## config.mk

```make
export PLATFORM = sky130hd
export DESIGN_NAME = flit_sink
export DESIGN_NICKNAME = d
export VERILOG_FILES = /design/src/rtl/flit_sink.sv
export SDC_FILE = /design/constraint.sdc
export NUM_CORES = 1
export LEC_CHECK = 0
export CAP_MARGIN = 5
export CELL_PAD_IN_SITES_DETAIL_PLACEMENT = 0
export CELL_PAD_IN_SITES_GLOBAL_PLACEMENT = 1
export CORE_ASPECT_RATIO = 0.9
export CORE_MARGIN = 2
export CORE_UTILIZATION = 45
export DETAILED_ROUTE_END_ITERATION = 16
export GPL_TIMING_DRIVEN = 0
export PLACE_DENSITY_LB_ADDON = 0.1
export SKIP_CTS_REPAIR_TIMING = 1
export SLEW_MARGIN = 40
export SYNTH_ARGS = -nofsm -noshare
export SYNTH_HDL_FRONTEND = slang
export SYNTH_SLANG_ARGS = --single-unit
```

## constraint.sdc

```tcl
create_clock -name clk -period 24.4 [get_ports clk]
set_input_delay 7.32 -clock clk [delete_from_list [all_inputs] [get_ports clk]]
set_output_delay 7.32 -clock clk [all_outputs]
set_load 0.01 [all_outputs]
```

## src/rtl/flit_sink.sv

```systemverilog
// Receive-side flit endpoint: checks packet framing, counts packets/flits, and accumulates payload toggles.
// Optional FLIT_SINK_CHKSUM_EN adds a per-packet XOR checksum output (chksum).
//
// state  | meaning
// S_IDLE | between packets, waiting for HEAD
// S_BODY | inside a packet, accepting DATA until TAIL
module flit_sink #(
  parameter int DATA_W  = 67,
  parameter int TYPE_W  = 3,
  parameter int VCH_W   = 2,
  parameter int MAX_LEN = 64,
  parameter int CNT_W   = 32
) (
  input  logic              clk,
  input  logic              rst_,
  input  logic [DATA_W-1:0] idata,
  input  logic              ivalid,
  input  logic [VCH_W-1:0]  ivch,
  input  logic              clr,
  output logic [CNT_W-1:0]  pkt_cnt,
  output logic [CNT_W-1:0]  flit_cnt,
  output logic [CNT_W-1:0]  toggle_cnt,
  output logic [7:0]        last_len,
  output logic              pkt_done,
  output logic              err_seq,
  output logic              err_vch,
  output logic              err_len,
  output logic              busy
`ifdef FLIT_SINK_CHKSUM_EN
  ,
  output logic [63:0]       chksum
`endif
);

  localparam int PAY_W = DATA_W - TYPE_W;
  localparam logic [7:0] LEN_MAX = 8'(MAX_LEN);

  // Codes other than HEAD/DATA/TAIL are ignored like TYPE_NONE.
  localparam logic [TYPE_W-1:0] TYPE_NONE = TYPE_W'(0);
  localparam logic [TYPE_W-1:0] TYPE_HEAD = TYPE_W'(1);
  localparam logic [TYPE_W-1:0] TYPE_DATA = TYPE_W'(2);
  localparam logic [TYPE_W-1:0] TYPE_TAIL = TYPE_W'(3);

  typedef enum logic {S_IDLE, S_BODY} state_t;

  state_t             state_q, state_d;
  logic [7:0]         len_q, len_d;
  logic [VCH_W-1:0]   vch_q, vch_d;
  logic [PAY_W-1:0]   prev_q, prev_d;
  logic [CNT_W-1:0]   pkt_cnt_q, pkt_cnt_d;
  logic [CNT_W-1:0]   flit_cnt_q, flit_cnt_d;
  logic [CNT_W-1:0]   toggle_cnt_q, toggle_cnt_d;
  logic [7:0]         last_len_q, last_len_d;
  logic               pkt_done_q, pkt_done_d;
  logic               err_seq_q, err_seq_d;
  logic               err_vch_q, err_vch_d;
  logic               err_len_q, err_len_d;
`ifdef FLIT_SINK_CHKSUM_EN
  logic [PAY_W-1:0]   acc_q, acc_d;
  logic [63:0]        chksum_q, chksum_d;
`endif

  logic [TYPE_W-1:0]  ftype;
  logic [PAY_W-1:0]   payload;
  logic               take;
  logic               inc_flit;
  logic               inc_pkt;
  logic               set_err_len;
  logic [7:0]         last_val;
  logic [CNT_W-1:0]   tog_add;

  function automatic logic [CNT_W-1:0] sat_add(input logic [CNT_W-1:0] a,
                                               input logic [CNT_W-1:0] b);
    logic [CNT_W:0] s;
    s = {1'b0, a} + {1'b0, b};
    return s[CNT_W] ? {CNT_W{1'b1}} : s[CNT_W-1:0];
  endfunction

  always_comb begin
    ftype        = idata[DATA_W-1 -: TYPE_W];
    payload      = idata[PAY_W-1:0];
    take         = ivalid && ftype != TYPE_NONE &&
                   (ftype == TYPE_HEAD || ftype == TYPE_DATA || ftype == TYPE_TAIL);
    state_d      = state_q;
    len_d        = len_q;
    vch_d        = vch_q;
    prev_d       = prev_q;
    pkt_cnt_d    = pkt_cnt_q;
    flit_cnt_d   = flit_cnt_q;
    toggle_cnt_d = toggle_cnt_q;
    last_len_d   = last_len_q;
    err_len_d    = err_len_q;
    pkt_done_d   = 1'b0;
    err_seq_d    = 1'b0;
    err_vch_d    = 1'b0;
    inc_flit     = 1'b0;
    inc_pkt      = 1'b0;
    set_err_len  = 1'b0;
    last_val     = last_len_q;
    tog_add      = '0;

    if (take) begin
      tog_add = CNT_W'($countones(payload ^ prev_q));
      prev_d  = payload;
      case (state_q)
        S_IDLE: begin
          if (ftype == TYPE_HEAD) begin
            state_d  = S_BODY;
            len_d    = 8'd1;
            vch_d    = ivch;
            inc_flit = 1'b1;
          end else begin
            err_seq_d = 1'b1;
          end
        end
        S_BODY: begin
          err_vch_d = (ivch != vch_q);
          inc_flit  = 1'b1;
          if (ftype == TYPE_HEAD) begin
            // Unterminated packet is discarded; the new HEAD starts over.
            err_seq_d = 1'b1;
            len_d     = 8'd1;
            vch_d     = ivch;
          end else if (ftype == TYPE_DATA) begin
            if (len_q == LEN_MAX) set_err_len = 1'b1;
            else                  len_d = len_q + 8'd1;
          end else begin
            inc_pkt    = 1'b1;
            pkt_done_d = 1'b1;
            state_d    = S_IDLE;
            len_d      = 8'd0;
            if (len_q == LEN_MAX) begin
              set_err_len = 1'b1;
              last_val    = LEN_MAX;
            end else begin
              last_val    = len_q + 8'd1;
            end
          end
        end
        default: state_d = S_IDLE;
      endcase
    end

    if (clr) begin
      pkt_cnt_d    = '0;
      flit_cnt_d   = '0;
      toggle_cnt_d = '0;
      last_len_d   = '0;
      err_len_d    = 1'b0;
    end else begin
      pkt_cnt_d    = sat_add(pkt_cnt_q, CNT_W'(inc_pkt));
      flit_cnt_d   = sat_add(flit_cnt_q, CNT_W'(inc_flit));
      toggle_cnt_d = sat_add(toggle_cnt_q, tog_add);
      if (inc_pkt)     last_len_d = last_val;
      if (set_err_len) err_len_d  = 1'b1;
    end

`ifdef FLIT_SINK_CHKSUM_EN
    acc_d    = acc_q;
    chksum_d = chksum_q;
    if (take && ftype == TYPE_HEAD)
      acc_d = payload;
    else if (take && state_q == S_BODY && ftype == TYPE_DATA)
      acc_d = acc_q ^ payload;
    if (inc_pkt) chksum_d = 64'(acc_q ^ payload);
`endif
  end

  always_ff @(posedge clk or negedge rst_) begin
    if (!rst_) begin
      state_q      <= S_IDLE;
      len_q        <= '0;
      vch_q        <= '0;
      prev_q       <= '0;
      pkt_cnt_q    <= '0;
      flit_cnt_q   <= '0;
      toggle_cnt_q <= '0;
      last_len_q   <= '0;
      pkt_done_q   <= 1'b0;
      err_seq_q    <= 1'b0;
      err_vch_q    <= 1'b0;
      err_len_q    <= 1'b0;
`ifdef FLIT_SINK_CHKSUM_EN
      acc_q        <= '0;
      chksum_q     <= '0;
`endif
    end else begin
      state_q      <= state_d;
      len_q        <= len_d;
      vch_q        <= vch_d;
      prev_q       <= prev_d;
      pkt_cnt_q    <= pkt_cnt_d;
      flit_cnt_q   <= flit_cnt_d;
      toggle_cnt_q <= toggle_cnt_d;
      last_len_q   <= last_len_d;
      pkt_done_q   <= pkt_done_d;
      err_seq_q    <= err_seq_d;
      err_vch_q    <= err_vch_d;
      err_len_q    <= err_len_d;
`ifdef FLIT_SINK_CHKSUM_EN
      acc_q        <= acc_d;
      chksum_q     <= chksum_d;
`endif
    end
  end

  assign pkt_cnt    = pkt_cnt_q;
  assign flit_cnt   = flit_cnt_q;
  assign toggle_cnt = toggle_cnt_q;
  assign last_len   = last_len_q;
  assign pkt_done   = pkt_done_q;
  assign err_seq    = err_seq_q;
  assign err_vch    = err_vch_q;
  assign err_len    = err_len_q;
  assign busy       = (state_q == S_BODY);
`ifdef FLIT_SINK_CHKSUM_EN
  assign chksum     = chksum_q;
`endif

endmodule

```

Word level (Yosys, flattened, before mapping) --
Index checks and enable logic that the tools add are counted.
Storage, ports and cells: input bits 73, register bits 183, output and inout port bits 109
Operators by class: equality and inequality tests 9, reduce and logical (&&, ||, !) cells 12, bitwise gates (word level) 2, muxes and demuxes 41, add/sub/neg operators 67
Operator list (number):
- 2-to-1 mux 32 bit | 6
- 2-to-1 mux 8 bit | 11
- adder 32 x 1 -> 33 bit | 2
- adder 1 x 1 -> 2 bit | 32
- bitwise XOR 64 bit | 1
- adder 2 x 2 -> 3 bit | 16
- adder 32 x 32 -> 33 bit | 1
- adder 3 x 3 -> 4 bit | 8
- adder 4 x 4 -> 5 bit | 4
- 2-to-1 mux 1 bit | 18
- case mux 8 bit (2 select lines) | 1
- adder 5 x 5 -> 6 bit | 2
- adder 8 x 1 -> 8 bit (second input constant) | 1
- equality test 8 x 7 -> 1 bit (second input constant) | 1
- nonzero test 2 bit | 4
- adder 6 x 6 -> 7 bit | 1
- 2-to-1 mux 7 bit | 1
- equality test 3 x 2 -> 1 bit (second input constant) | 2
- != test 2 bit (second input constant) | 3
- case mux 1 bit (2 select lines) | 3
- AND reduction 5 bit | 1
- != test 4 bit (second input constant) | 1
- equality test 3 x 1 -> 1 bit (second input constant) | 1
- AND reduction 3 bit | 1
- other kinds (7) | 9

Depth between registers and ports, before layout --
depth in word-level cells 11, gate-level depth with buffers 28

Least setup slack after synthesis --
No wires, ideal clock.
path kind in2reg, start input port idata[29], end register toggle_cnt_q[25] (netlist: toggle_cnt[25]), data required time 24.264 ns, arrival time 14.575 ns, cell stages on the path 28, path slack 9.689 ns, path through xnor2_1 fa_1 inv_1 fa_1 inv_1 fa_1 fa_1 inv_1 fa_1 fa_1 inv_1 fa_1 fa_1 inv_1 ha_1 fa_1 a21o_1 a21oi_1 nor2b_1 o21ai_0 a21oi_1 ha_1 o21a_1 o2111ai_1 buf_2 a2111oi_0 xnor2_1 a21oi_1
Between the ends: longest elaborated chain between the ends 11
Ends and longest elaborated chain:
- start: declaration | line 16 | input logic [DATA_W-1:0] idata,
- bitwise XOR 64 bit | line 103 | tog_add = CNT_W'($countones(payload ^ prev_q));
- adder 1 x 1 -> 2 bit (not written as such) | line 103
- adder 2 x 2 -> 3 bit (not written as such) | line 103
- adder 3 x 3 -> 4 bit (not written as such) | line 103
- adder 4 x 4 -> 5 bit (not written as such) | line 103
- adder 5 x 5 -> 6 bit (not written as such) | line 103
- adder 6 x 6 -> 7 bit (not written as such) | line 103
- 2-to-1 mux 7 bit | line 102 | if (take) begin
- adder 32 x 32 -> 33 bit | line 75 | s = {1'b0, a} + {1'b0, b};
- 2-to-1 mux 32 bit | line 76 | return s[CNT_W] ? {CNT_W{1'b1}} : s[CNT_W-1:0];
- 2-to-1 mux 32 bit | line 144 | if (clr) begin
- via toggle_cnt_d[25] | line 52 | logic [CNT_W-1:0] toggle_cnt_q, toggle_cnt_d;
- end signal: assignment | line 194 | toggle_cnt_q <= toggle_cnt_d;
- end: declaration | line 52
The timed path passes the listed nets, and every way through them passes these cells. A chain may end at the register's enable or synchronous reset.

Worst setup path after layout --
start input port idata[37], end register toggle_cnt_q[5] (netlist: toggle_cnt[5])
Same word-level chain as after synthesis.

==> results.txt <==
----------------------------------------------------
[Drt]
  Final antenna-violating net count ... 0
  Post-DR vias/cell ... 5.19
  Routed wirelength normalized by instance count ... 16.9 um
  Post-Route WL ... 27700 um
  TritonRoute pass-1 iters ... 5
  Iteration-0 DRC Markers ... 533
  Total number of vias ... 8483
  DRC violations left ... 0

[Setup path]
  R2R Setup Slk ... 15.83 ns
  End of the worst register-to-register path ... toggle_cnt[5]$_DFF_PN0_
  Highest net fanout along the worst path ... 10
  Termination of the worst setup path ... toggle_cnt[5]$_DFF_PN0_
  Critical Path AT ... 15.80 ns
  Crit Path Category ... in -> reg
  Setup crit start kind ... input pin
  Worst reg2reg startpoint ... prev_q[11]$_DFFE_PN0P_
  Cell count of the worst reg-to-reg path ... 27
  Required arrival time at the worst endpoint ... 24.68 ns
  Kind of end point of the critical path ... flop
  Crit path launch ... idata[37]

[Yosys]
  Share of flip-flops with an asynchronous set or reset after synthesis ... 100%
  Synth Instances ... 1113
  Number of flops mapped to enable cells by yosys ... 0
  Synthesized cell area ... 10900 um^2
  Fraction of post-synthesis cell area in the top cell type by area ... 41.8%
  Synth cell types ... 64
  Average instance area after synthesis ... 9.83 um^2
  Count of warnings emitted by yosys ... 0
  Dominant cell type by area after synthesis ... dfrtp_1
  Most instantiated flip-flop cell in the synthesis netlist ... dfrtp_1
  Top post-synthesis cells by area ... dfrtp_1, fa_1, nand2_1
  Synthesized Nets ... 1271
  Proportion of synthesized chip area in sequential cells ... 41.8%
  Post-synthesis sequential element count ... 183

[Finish]
  Proportion of layout cells with a drive suffix above 1 ... 6.78%
  Count of filler cells inserted in the layout ... 2187
  Area Growth Syn to Fin ... 26.1%
  Most frequent cells in the layout ... nand2_1, dfrtp_1, clkdlybuf4s50_1
  NumNets Final ... 1472
  Commonest non-fill, non-tap cell in the layout ... nand2_1

[Placement]
  Worst slack at placement ... 8.42 ns
  RD Place Congestion ... 0.782
  Port buffer count ... 180
  Sum of net half-perimeters after detailed placement ... 20300 um

[Clocking]
  CTS sink count ... 183
  Master cell of the clock root buffer ... clkbuf_16
  Clock latency on the worst-skew pair ... 0.44 ns
  Clock-pin slew on the worst setup and hold paths ... 0.08 ns
  Clock Path Buffers ... 2
  TritonCTS clock tree ... yes
  # H-tree levels ... 4
  Number of buffers added by the clock tree synthesis step ... 17

[Outcome]
  Outcome ... complete, no violations

[STA]
  Final period utilization ... 63.6%
  Hold violation total from the final report ... 0
  Worst Clk Skew ... 0.0156 ns
  Final-report setup violation count ... 0
  Max-slew violation total from the final report ... 0
  Maximum achievable frequency ... 64.4 MHz
  Setup total negative slack ... 0 ns
  Final worst path period need ... 15.52 ns
  Max-Slew Margin vs Limit ... 44.2%
  Post-route worst setup slack ... 8.88 ns
  Worst-Margin Slew ... 0.833 ns
  Setup repair after global routing missed its margin ... no

[Floorplanning]
  Top-level I/O count ... 182
  Initial Util ... 45.5%
  Die width ... 168 um
  Row cnt ... 54
  Die height ... 152 um
  Area of the core ... 24100 um^2
  Die outline area ... 25600 um^2

[Worst hold path]
  Hold path depth ... 1
  Tightest Hold Check Type ... reg -> reg

[Global routing]
  Via count of the first global-routing pass ... 8725
  GRT Overall Usage ... 22.6%
  Overall overflow remaining after global route ... 0
  Antenna violations before repair ... 1
  Global-route wire length before repair ... 46300 um
  Maximum number of pins on one net before global-route repair ... 72

[Job]
  Max-cap check violation count ... 0

----------------------------------------------------
-- state kept, by name, indices dropped and copies added (netlist names) --
name and cells:
toggle_cnt 32, err_len 1, err_vch 1, prev_q 64, vch_q 2, last_len 8
pkt_done 1, flit_cnt 32, busy 1, len_q 8, err_seq 1, pkt_cnt 32
-- layer usage --
layer	global-route usage, %	wire length (um)	part of all wire [%]	vias up
li1	-	-	-	4129
met1	32.8	13300	48	4175
met3	5.29	1380	5.0	20
met5	0	0	0	-
met4	4.84	306	1.1	0
met2	34.8	12700	46	159
-- stage by stage --
stage	cells	hold slack (ns)	cell area [um^2]	utilization, %
after global placement	1601	0.475	13100	54.6
after floorplan	1113	0.464	10900	-
after global routing	1636	0.516	13800	57.4
after CTS	1635	0.496	13800	57.3
final	1636	0.494	13800	57.4
after detailed placement	1603	0.478	13200	54.8
-- critical path: stages --
cell             delay (ns)
clkdlybuf4s50_1        0.52
xor2_1                 0.22
fa_1                   0.48
fa_1                   0.55
inv_1                  0.05
fa_1                   0.48
fa_1                   0.52
inv_1                  0.05
fa_1                   0.46
fa_1                   0.56
inv_1                  0.07
fa_1                   0.51
fa_1                   0.55
inv_1                  0.04
ha_1                   0.21
fa_1                   0.40
a21o_1                 0.19
a21oi_1                0.18
nor2b_1                0.08
o21ai_0                0.14
a21oi_1                0.12
ha_1                   0.36
a21oi_1                0.36
nor2b_1                0.62
a211oi_4               0.22
nand3_4                0.18
buf_2                  0.26
a21oi_1                0.09
-- cells by family (layout without fill, tap and decap cells) --
kind of cell | count (synthesis) | count (layout) | synth area share (%)
compound gates | 173 | 173 | 10.6
xor+xnor | 142 | 142 | 11.4
fa+ha+maj | 85 | 85 | 13.5
buf+inv | 114 | 328 | 4.33
flops | 183 | 183 | 41.8
mux | 3 | 3 | 0.297
other cells | 0 | 1 | 0
simple gates | 413 | 413 | 18.1
-- worst min path at each step --
stage / start / endpoint / slack (ns)
floorplan: len_q[0]$_DFFE_PN0P_ / last_len[0]$_DFFE_PN0P_ / 0.46
global placement: last_len[3]$_DFFE_PN0P_ / last_len[3]$_DFFE_PN0P_ / 0.48
detailed placement: last_len[1]$_DFFE_PN0P_ / last_len[1]$_DFFE_PN0P_ / 0.48
CTS: last_len[3]$_DFFE_PN0P_ / last_len[3]$_DFFE_PN0P_ / 0.50
global route: prev_q[26]$_DFFE_PN0P_ / prev_q[26]$_DFFE_PN0P_ / 0.52
finish: last_len[0]$_DFFE_PN0P_ / last_len[0]$_DFFE_PN0P_ / 0.49
-- cell usage after synthesis, types with 12 or more instances --
cell type,number
nand2_1,227
dfrtp_1,183
xnor2_1,75
a21oi_1,74
inv_1,71
xor2_1,67
fa_1,55
nand3_1,47
clkbuf_1,33
nor2_1,32
ha_1,30
a211oi_1,18
a21oi_2,18
and3_1,17
nand4_1,15
nor3_1,15
a31oi_1,12
-- area by class of cell --
class,count,area (um^2),area share (%)
Timing Repair Buffer,182,1860,13.5
Clock buffer,18,439,3.18
Sequential cell,183,4580,33.2
Clock inverter,14,158,1.14
Tap cell,308,385,2.79
Multi-Input combinational cell,816,5900,42.8
Inverter,71,267,1.93
Antenna cell,1,2.50,0.0181
Buffer,43,208,1.50
Power is not shown: default switching activity piles up to over one toggle a cycle in this logic, so the estimate is an artifact.
